**src/rtl/ram_pkg.sv**
```systemverilog
// Shared types and limits for the simple dual-port byte-enable RAM.
package ram_pkg;

  typedef enum logic {RDW_READ_FIRST, RDW_WRITE_FIRST} rdw_mode_e;

  localparam int MAX_OUT_REG_STAGES = 2;

  function automatic bit is_pow2(input int v);
    return (v > 0) && ((v & (v - 1)) == 0);
  endfunction

endpackage

```
**src/rtl/ram_out_pipe.sv**
```systemverilog
// Valid-qualified output register chain; each data stage only loads when its
// incoming valid is set, so the tail keeps the last delivered word.
module ram_out_pipe #(
  parameter int WIDTH  = 32,
  parameter int STAGES = 1
) (
  input  logic             i_clk,
  input  logic             i_sync_rst_n,
  input  logic [WIDTH-1:0] i_data,
  input  logic             i_valid,
  output logic [WIDTH-1:0] o_data,
  output logic             o_valid
);

  if (STAGES == 0) begin : g_bypass
    logic unused_ok;
    assign unused_ok = i_clk ^ i_sync_rst_n;
    assign o_data    = i_data;
    assign o_valid   = i_valid;
  end else begin : g_pipe
    logic [WIDTH-1:0]  data_q [STAGES];
    logic [STAGES-1:0] valid_q;

    always_ff @(posedge i_clk) begin
      if (!i_sync_rst_n) begin
        valid_q <= '0;
        for (int s = 0; s < STAGES; s++) data_q[s] <= '0;
      end else begin
        valid_q[0] <= i_valid;
        if (i_valid) data_q[0] <= i_data;
        for (int s = 1; s < STAGES; s++) begin
          valid_q[s] <= valid_q[s-1];
          if (valid_q[s-1]) data_q[s] <= data_q[s-1];
        end
      end
    end

    assign o_data  = data_q[STAGES-1];
    assign o_valid = valid_q[STAGES-1];
  end

endmodule

```
**src/rtl/ram_sdp_byte_en.sv**
```systemverilog
// Simple dual-port RAM with per-lane write enables, selectable same-address
// collision behaviour and an optional valid-qualified output pipeline.
module ram_sdp_byte_en import ram_pkg::*; #(
  parameter int        BYTE_BIT_WIDTH = 8,
  parameter int        BYTES_PER_WORD = 4,
  parameter int        DEPTH          = 16,
  parameter rdw_mode_e RDW_MODE       = RDW_WRITE_FIRST,
  parameter int        OUT_REG_STAGES = 1
) (
  input  logic                                     i_clk,
  input  logic                                     i_sync_rst_n,
  input  logic                                     i_we,
  input  logic [$clog2(DEPTH)-1:0]                 i_wr_addr,
  input  logic [BYTE_BIT_WIDTH*BYTES_PER_WORD-1:0] i_wr_data,
  input  logic [BYTES_PER_WORD-1:0]                i_wr_byte_en,
  input  logic                                     i_re,
  input  logic [$clog2(DEPTH)-1:0]                 i_rd_addr,
  output logic [BYTE_BIT_WIDTH*BYTES_PER_WORD-1:0] o_rd_data,
  output logic                                     o_rd_valid
);

  localparam int WORD_W = BYTE_BIT_WIDTH * BYTES_PER_WORD;

  if (!(BYTE_BIT_WIDTH == 8 || BYTE_BIT_WIDTH == 9)) begin : g_bad_byte_width
    $error("ram_sdp_byte_en: BYTE_BIT_WIDTH must be 8 or 9");
  end
  if (!is_pow2(BYTES_PER_WORD)) begin : g_bad_lanes
    $error("ram_sdp_byte_en: BYTES_PER_WORD must be a power of 2");
  end
  if (!is_pow2(DEPTH) || DEPTH < 2) begin : g_bad_depth
    $error("ram_sdp_byte_en: DEPTH must be a power of 2 and at least 2");
  end
  if (OUT_REG_STAGES < 0 || OUT_REG_STAGES > MAX_OUT_REG_STAGES) begin : g_bad_stages
    $error("ram_sdp_byte_en: OUT_REG_STAGES out of range");
  end

  logic [WORD_W-1:0] mem_q [DEPTH];
  logic [WORD_W-1:0] rd_word_d;
  logic [WORD_W-1:0] rd_data_q;
  logic              rd_valid_q;

  // Storage has no reset so it maps onto block RAM.
  always_ff @(posedge i_clk) begin
    if (i_sync_rst_n && i_we) begin
      for (int k = 0; k < BYTES_PER_WORD; k++) begin
        if (i_wr_byte_en[k])
          mem_q[i_wr_addr][k*BYTE_BIT_WIDTH +: BYTE_BIT_WIDTH] <=
            i_wr_data[k*BYTE_BIT_WIDTH +: BYTE_BIT_WIDTH];
      end
    end
  end

  always_comb begin
    rd_word_d = mem_q[i_rd_addr];
    if (RDW_MODE == RDW_WRITE_FIRST && i_we && (i_wr_addr == i_rd_addr)) begin
      for (int k = 0; k < BYTES_PER_WORD; k++) begin
        if (i_wr_byte_en[k])
          rd_word_d[k*BYTE_BIT_WIDTH +: BYTE_BIT_WIDTH] =
            i_wr_data[k*BYTE_BIT_WIDTH +: BYTE_BIT_WIDTH];
      end
    end
  end

  always_ff @(posedge i_clk) begin
    if (!i_sync_rst_n) begin
      rd_data_q  <= '0;
      rd_valid_q <= 1'b0;
    end else begin
      rd_valid_q <= i_re;
      if (i_re) rd_data_q <= rd_word_d;
    end
  end

  ram_out_pipe #(
    .WIDTH  (WORD_W),
    .STAGES (OUT_REG_STAGES)
  ) u_out_pipe (
    .i_clk        (i_clk),
    .i_sync_rst_n (i_sync_rst_n),
    .i_data       (rd_data_q),
    .i_valid      (rd_valid_q),
    .o_data       (o_rd_data),
    .o_valid      (o_rd_valid)
  );

endmodule
```
**config.mk**
```make
export PLATFORM = sky130hd
export DESIGN_NAME = ram_sdp_byte_en
export DESIGN_NICKNAME = d
export VERILOG_FILES = /design/src/rtl/ram_pkg.sv /design/src/rtl/ram_out_pipe.sv /design/src/rtl/ram_sdp_byte_en.sv
export SDC_FILE = /design/constraint.sdc
export NUM_CORES = 1
export LEC_CHECK = 0
export CORE_MARGIN = 1
export CORE_UTILIZATION = 27
export CTS_CLUSTER_SIZE = 16
export DETAILED_ROUTE_END_ITERATION = 12
export MAX_ROUTING_LAYER = met4
export PLACE_DENSITY_LB_ADDON = 0.1
export SLEW_MARGIN = 20
export SYNTH_ARGS = -nofsm -noshare
export SYNTH_HDL_FRONTEND = slang
export SYNTH_SLANG_ARGS = --single-unit
```
**constraint.sdc**
```tcl
create_clock -name i_clk -period 2.4 [get_ports i_clk]
set_input_delay 0.24 -clock i_clk [delete_from_list [all_inputs] [get_ports i_clk]]
set_output_delay 0.24 -clock i_clk [all_outputs]
set_load 0.03 [all_outputs]
```
**Word-level counts from Yosys, hierarchy flattened**

Memories as Yosys holds them, arrays and structs flattened.
Cells that the tools add are included.

- Word-level logic and storage cells: 32
- RAM bits: 544
- Output and inout bits: 33
- Memories: 2
- Register bits after elaboration: 34

Memory list:

| memory | depth | bits a word | read ports | clocked after memory_dff | wr ports | RTL line | RTL |
|---|---|---|---|---|---|---|---|
| mem_q | 16 | 32 | 1 | 0 | 1 | ram_sdp_byte_en.sv:37 | `logic [WORD_W-1:0] mem_q [DEPTH];` |
| u_out_pipe.g_pipe.data_q | 1 | 32 | 1 | 0 | 1 | ram_out_pipe.sv:21 | `logic [WIDTH-1:0] data_q [STAGES];` |

- Reductions and logical operators: 3
- Mux-type cells: 23
- Equality and inequality tests: 1

Operators by type and width:

| cell | count |
|---|---|
| 32-bit two-way mux | 2 |
| 8-bit two-way mux | 4 |
| 32-bit OR reduction | 1 |
| 1-bit two-way mux | 17 |
| 4-bit == test | 1 |
| 1-bit logical AND | 2 |

**Logic depth before layout (Yosys ltp)**

- Word-level depth: 5
- Gate-level depth with buffers: 9
- Depth with buffers taken out: 5

**Hierarchy**

A second synthesis with hierarchy kept.

- Cell total of the unflattened synthesis: 1086
- Area, all modules: 22146.2 um2

By module, submodules not included:

| module | area each (um2) | times used | cells an instance |
|---|---|---|---|
| ram_sdp_byte_en | 20892.5 | 1 | 1013 |
| ram_out_pipe | 1253.7 | 1 | 73 |

**Worst setup path after synthesis**

Ideal clock, no wire load.

- Path type: input to register
- Start point: input i_rd_addr[1]
- End point: register rd_data_q[4]
- Stages on the path: 7
- Buffers on the path: 2
- Data arrival time: 1677 ps
- Setup time: 143 ps
- Path slack: 580 ps
- Required time: 2257 ps
- Cells stage by stage: buf_6 -> buf_2 -> mux4_2 -> o22ai_1 -> nor2_1 -> a2111oi_1 -> a211oi_1

- Word-level cells in the longest chain between the ends: 3
- Elaborated cells on any way between the ends: 5

Ends and longest elaborated chain:

| what | RTL line | RTL |
|---|---|---|
| from (decl) | ram_sdp_byte_en.sv:17 | `input logic [$clog2(DEPTH)-1:0] i_rd_addr,` |
| memory read 16 x 32 bit or 4-bit == test (tied branches) | -- |  |
| 8-bit two-way mux or 1-bit logical AND (tied branches) | ram_sdp_byte_en.sv:57, ram_sdp_byte_en.sv:55 |  |
| 32-bit two-way mux (*) | ram_sdp_byte_en.sv:55 | `if (RDW_MODE == RDW_WRITE_FIRST && i_we && (i_wr_addr == i_rd_addr)) begin` |
| to (signal assigned) | ram_sdp_byte_en.sv:70 | `if (i_re) rd_data_q <= rd_word_d;` |
| to (decl) | ram_sdp_byte_en.sv:39 | `logic [WORD_W-1:0] rd_data_q;` |

Every way passes the cells marked *; elsewhere a longest branch is shown, timed or not.
A chain may end at the register's enable or synchronous reset.

**Final worst setup path**

- Start point: memory mem_q[7][4] (netlist bit)
- End point: register rd_data_q[4]

- Word-level cells in the longest chain between the ends: 3

Ends and longest elaborated chain:

| what | RTL line | RTL |
|---|---|---|
| from (decl) | ram_sdp_byte_en.sv:37 |  |
| memory read 16 x 32 bit (*) | -- |  |
| 8-bit two-way mux | ram_sdp_byte_en.sv:57 | `if (i_wr_byte_en[k])` |
| 32-bit two-way mux (*) | ram_sdp_byte_en.sv:55 |  |

Marks and branches as above.

==> impl_metrics.csv <==
group,metric,value,unit
global_route,grt_max_degree,50,
pwr,vdd.ir_drop.worst,410.9,uV
timing,finalSetupTns,0,ns
pwr,powerDensity,801.0,nW/um^2
timing,post-route-period-util,80.93,%
job,maxCapViolations,0,
worst_setup_path,rrSetupSlack,0.46,ns
pwr,leakage,9.351,nW
logic_synthesis,syn_area_per_cell,18.32,sq um
clocking,cts_buffers,67,
final_layout,nNetsFinal,1540,
worst_setup_path,timing.rr.end,"rd_data_q[4]$_SDFFE_PN0P_",
placement,hpwl,41.44,mm
final_layout,final_common_cell,"edfxtp_1",
timing,worst_slew_pin_slew,0.6866,ns
timing,final_max_slew_viol_count,0,
floorplanning,io_pins,81,
global_route,grt_pass1_vias,12840,
global_route,grt_overflow,0,
worst_setup_path,cp_top_family,"multiplexers",
drt,post_drt_wl_per_cell,23.54,um
min_path,min-delay-start,"i_sync_rst_n",
worst_setup_path,path_class,"flop to flop",
worst_setup_path,crit_required,2.85,ns
timing,setup_viol,0,
clocking,clock_path_buffers,3,
status,status,"finished clean",
final_layout,fillCellCount,8060,
global_route,grt_pass1_wl,92.60,mm
worst_setup_path,critPathMaxFanout,1,
drt,dr.pass1.iters,7,
final_layout,syn_to_final_growth,23.29,%
clocking,cts_resized,0,
timing,slew_headroom,54.08,%
final_layout,final_layout_size_suffix_gt1_share,27.74,%
clocking,cts_root_buf,"clkbuf_16",
floorplanning,start_util,27.35,%
worst_setup_path,ff2ff_path_depth,5,
logic_synthesis,yosys.cell_types.count,35,
worst_setup_path,crit_path_start_kind,"flop",
clocking,htreeDepth,3,
timing,hold_viol_final,0,
logic_synthesis,synth_nets,1299,
worst_setup_path,crit_chain,"mux4_2, mux2i_1, nor2_1, a2111oi_1, a211oi_1",
drt,viasPerCell,4.550,
pwr,power.total,0.02264,W
global_route,groute.usage.overall,15.36,%
worst_setup_path,crit_buf_inv,0,
timing,finalWorstPathRequiredPeriod,1.942,ns
logic_synthesis,ys_seq_elements,578,
drt,drtIter0Drc,860,
worst_setup_path,worst_path_largest_cell_delay,0.50,ns
drt,vias,12180,
floorplanning,fp.dieW,293.4,um
drt,routed_wl,63.01,mm
min_path,hold_path_depth,3,
clocking,cts_sinks,578,
floorplanning,die_h,293.4,um
logic_synthesis,synth-seq-area-share,74.23,%
placement,portBuffers,80,
logic_synthesis,postSynthCellCount,1251,
floorplanning,std_cell_rows,106,
timing,max_freq,514.9,MHz
floorplanning,core,83820,sq um
clocking,worst_skew_pair.late_latency,0.59,ns
min_path,hold_class,"input port to flop",
global_route,grt_antenna_before_repair,1,
min_path,hold_end,"rd_data_q[30]$_SDFFE_PN0P_",
worst_setup_path,rr_startpoint,"mem_q[7][4]$_DFFE_PP_",
clocking,ctsHoldBuffers,0,
placement,placed_cell_area,26130,sq um
logic_synthesis,ys.warnings.count,0,
floorplanning,die-area,86070,sq um
worst_setup_path,worst_path_max_delay_cell,"mux4_2",
final_layout,diodes,0,
worst_setup_path,arrival,2.40,ns
clocking,postCtsSetupBuffers,0,
drt,ant_nets,0,
final_layout,most-common-layout-cells,"edfxtp_1 (544), buf_4 (157), nor2_1 (115)",
placement,gp_congestion,0.7677,
logic_synthesis,syn_area,22920,sq um
final_layout,layoutNonFillerInstCount,2677,
worst_setup_path,worstSetupEndpointType,"flop",
final_layout,design_area,28260,sq um
clocking,cts_tree,"built",
placement,dp.cells,2557,
timing,grt_setup_unrepaired,"false",
drt,route.detailed.drc,0,
timing,fin_skew,0.01415,ns
clocking,clkTransAtPathRegs,0.06,ns
==> Yosys cell counts <==
| library cell | n | area share, % |
|---|---|---|
| nand2_1 | 10 | 0.16 |
| a2111oi_2 | 5 | 0.33 |
| a221oi_1 | 12 | 0.46 |
| a2111oi_1 | 13 | 0.57 |
| nand3_4 | 2 | 0.15 |
| xnor2_1 | 2 | 0.076 |
| a311oi_1 | 4 | 0.15 |
| o21ai_0 | 62 | 1.4 |
| clkinv_1 | 1 | 0.016 |
| nor3_4 | 4 | 0.28 |
| xnor2_2 | 1 | 0.071 |
| and3_1 | 32 | 0.87 |
| o22ai_1 | 23 | 0.63 |
| edfxtp_1 | 544 | 71 |
| mux2_2 | 53 | 2.6 |
| nor2b_1 | 20 | 0.55 |
| nand3_1 | 10 | 0.22 |
| clkbuf_1 | 34 | 0.56 |
| buf_1 | 2 | 0.033 |
| a2111oi_0 | 11 | 0.42 |
| nor4_2 | 4 | 0.22 |
| dfxtp_1 | 34 | 3.0 |
| mux2i_1 | 31 | 1.4 |
| mux4_2 | 96 | 9.4 |
| buf_2 | 20 | 0.44 |
| inv_1 | 38 | 0.62 |
| and2_1 | 2 | 0.055 |
| nor3_1 | 5 | 0.11 |
| a211oi_1 | 35 | 1.1 |
| buf_6 | 6 | 0.29 |
| nand2b_1 | 5 | 0.14 |
| buf_8 | 3 | 0.20 |
| nor2_1 | 115 | 1.9 |
| nand4_1 | 1 | 0.027 |
| buf_4 | 11 | 0.36 |
==> how the worst max path moves through the flow <==
stage / startpoint / to / cells after the start
6_report: mem_q[7][4]$_DFFE_PP_ / rd_data_q[4]$_SDFFE_PN0P_ / 5
5_1_grt: mem_q[10][23]$_DFFE_PP_ / rd_data_q[23]$_SDFFE_PN0P_ / 5
4_1_cts: u_out_pipe.g_pipe.data_q[0][31]$_SDFFCE_PN0P_ / o_rd_data[31] / 1
3_5_place_dp: i_wr_addr[2] / rd_data_q[8]$_SDFFE_PN0P_ / 6
3_3_place_gp: i_wr_addr[2] / mem_q[7][28]$_DFFE_PP_ / 7
2_1_floorplan: i_rd_addr[1] / rd_data_q[4]$_SDFFE_PN0P_ / 7
==> flip-flops by register name, summed over array words and instances, names as in the netlist <==
name,flops
u_out_pipe.o_valid,1
rd_valid_q,1
rd_data_q,32
mem_q,512
u_out_pipe.g_pipe.data_q,32
==> final cells by class <==
type                            instances  area, sq um  area share, %
Clock buffer                          101         1949          6.897
Timing Repair Buffer                  248         2210          7.818
Sequential cell                       578        17020          60.21
Tap cell                             1134         1419          5.020
Inverter                               39        146.4         0.5179
Multi-Input combinational cell        558         5334          18.87
Clock inverter                         19        188.9         0.6685
==> where the power goes <==
group / leakage [nW] / internal [W] / switching, W
Clock: 1.04 / 0.00602 / 0.00396
Sequential: 5.23 / 0.0112 / 0.0000564
Combinational: 3.08 / 0.000580 / 0.000863
Total: 9.35 / 0.0178 / 0.00488
==> stage by stage <==
| stage | util (%) | setup slack [ns] | hold WS, ns |
|---|---|---|---|
| after floorplan | - | 0.5805 | 0.3389 |
| after global placement | 31.17 | 0.04156 | 0.5404 |
| after detailed placement | 31.17 | 0.009631 | 0.5520 |
| after CTS | 33.72 | 0.4402 | 0.1828 |
| after global routing | 33.72 | 0.3277 | 0.2180 |
| final | 33.72 | 0.4578 | 0.2295 |
==> per-layer routing <==
metal  global-route usage (%)  up-vias  share of wire (%)
met5                        -        -                  0
met1                    21.32     6358                 47
met4                    4.052        0                1.6
met2                    23.53      230                 47
li1                         -     5510                  -
met3                    2.231       82                4.1
==> worst reg2reg max path, cell delays in order, from the launching register on <==
cell       delay [ns]
edfxtp_1         0.37
mux4_2           0.50
mux2i_1          0.40
nor2_1           0.09
a2111oi_1        0.36
a211oi_1         0.09
==> kinds of logic after synthesis <==
kind of cell | Yosys count | synth area share (%)
AOI/OAI and AO/OA | 165 | 5.054
and+or+nand+nor | 210 | 4.666
muxes | 180 | 13.39
buffers and inverters | 115 | 2.516
xor gates and xnor gates | 3 | 0.1474
DFF | 578 | 74.23
(Power assumes the default switching activity.)
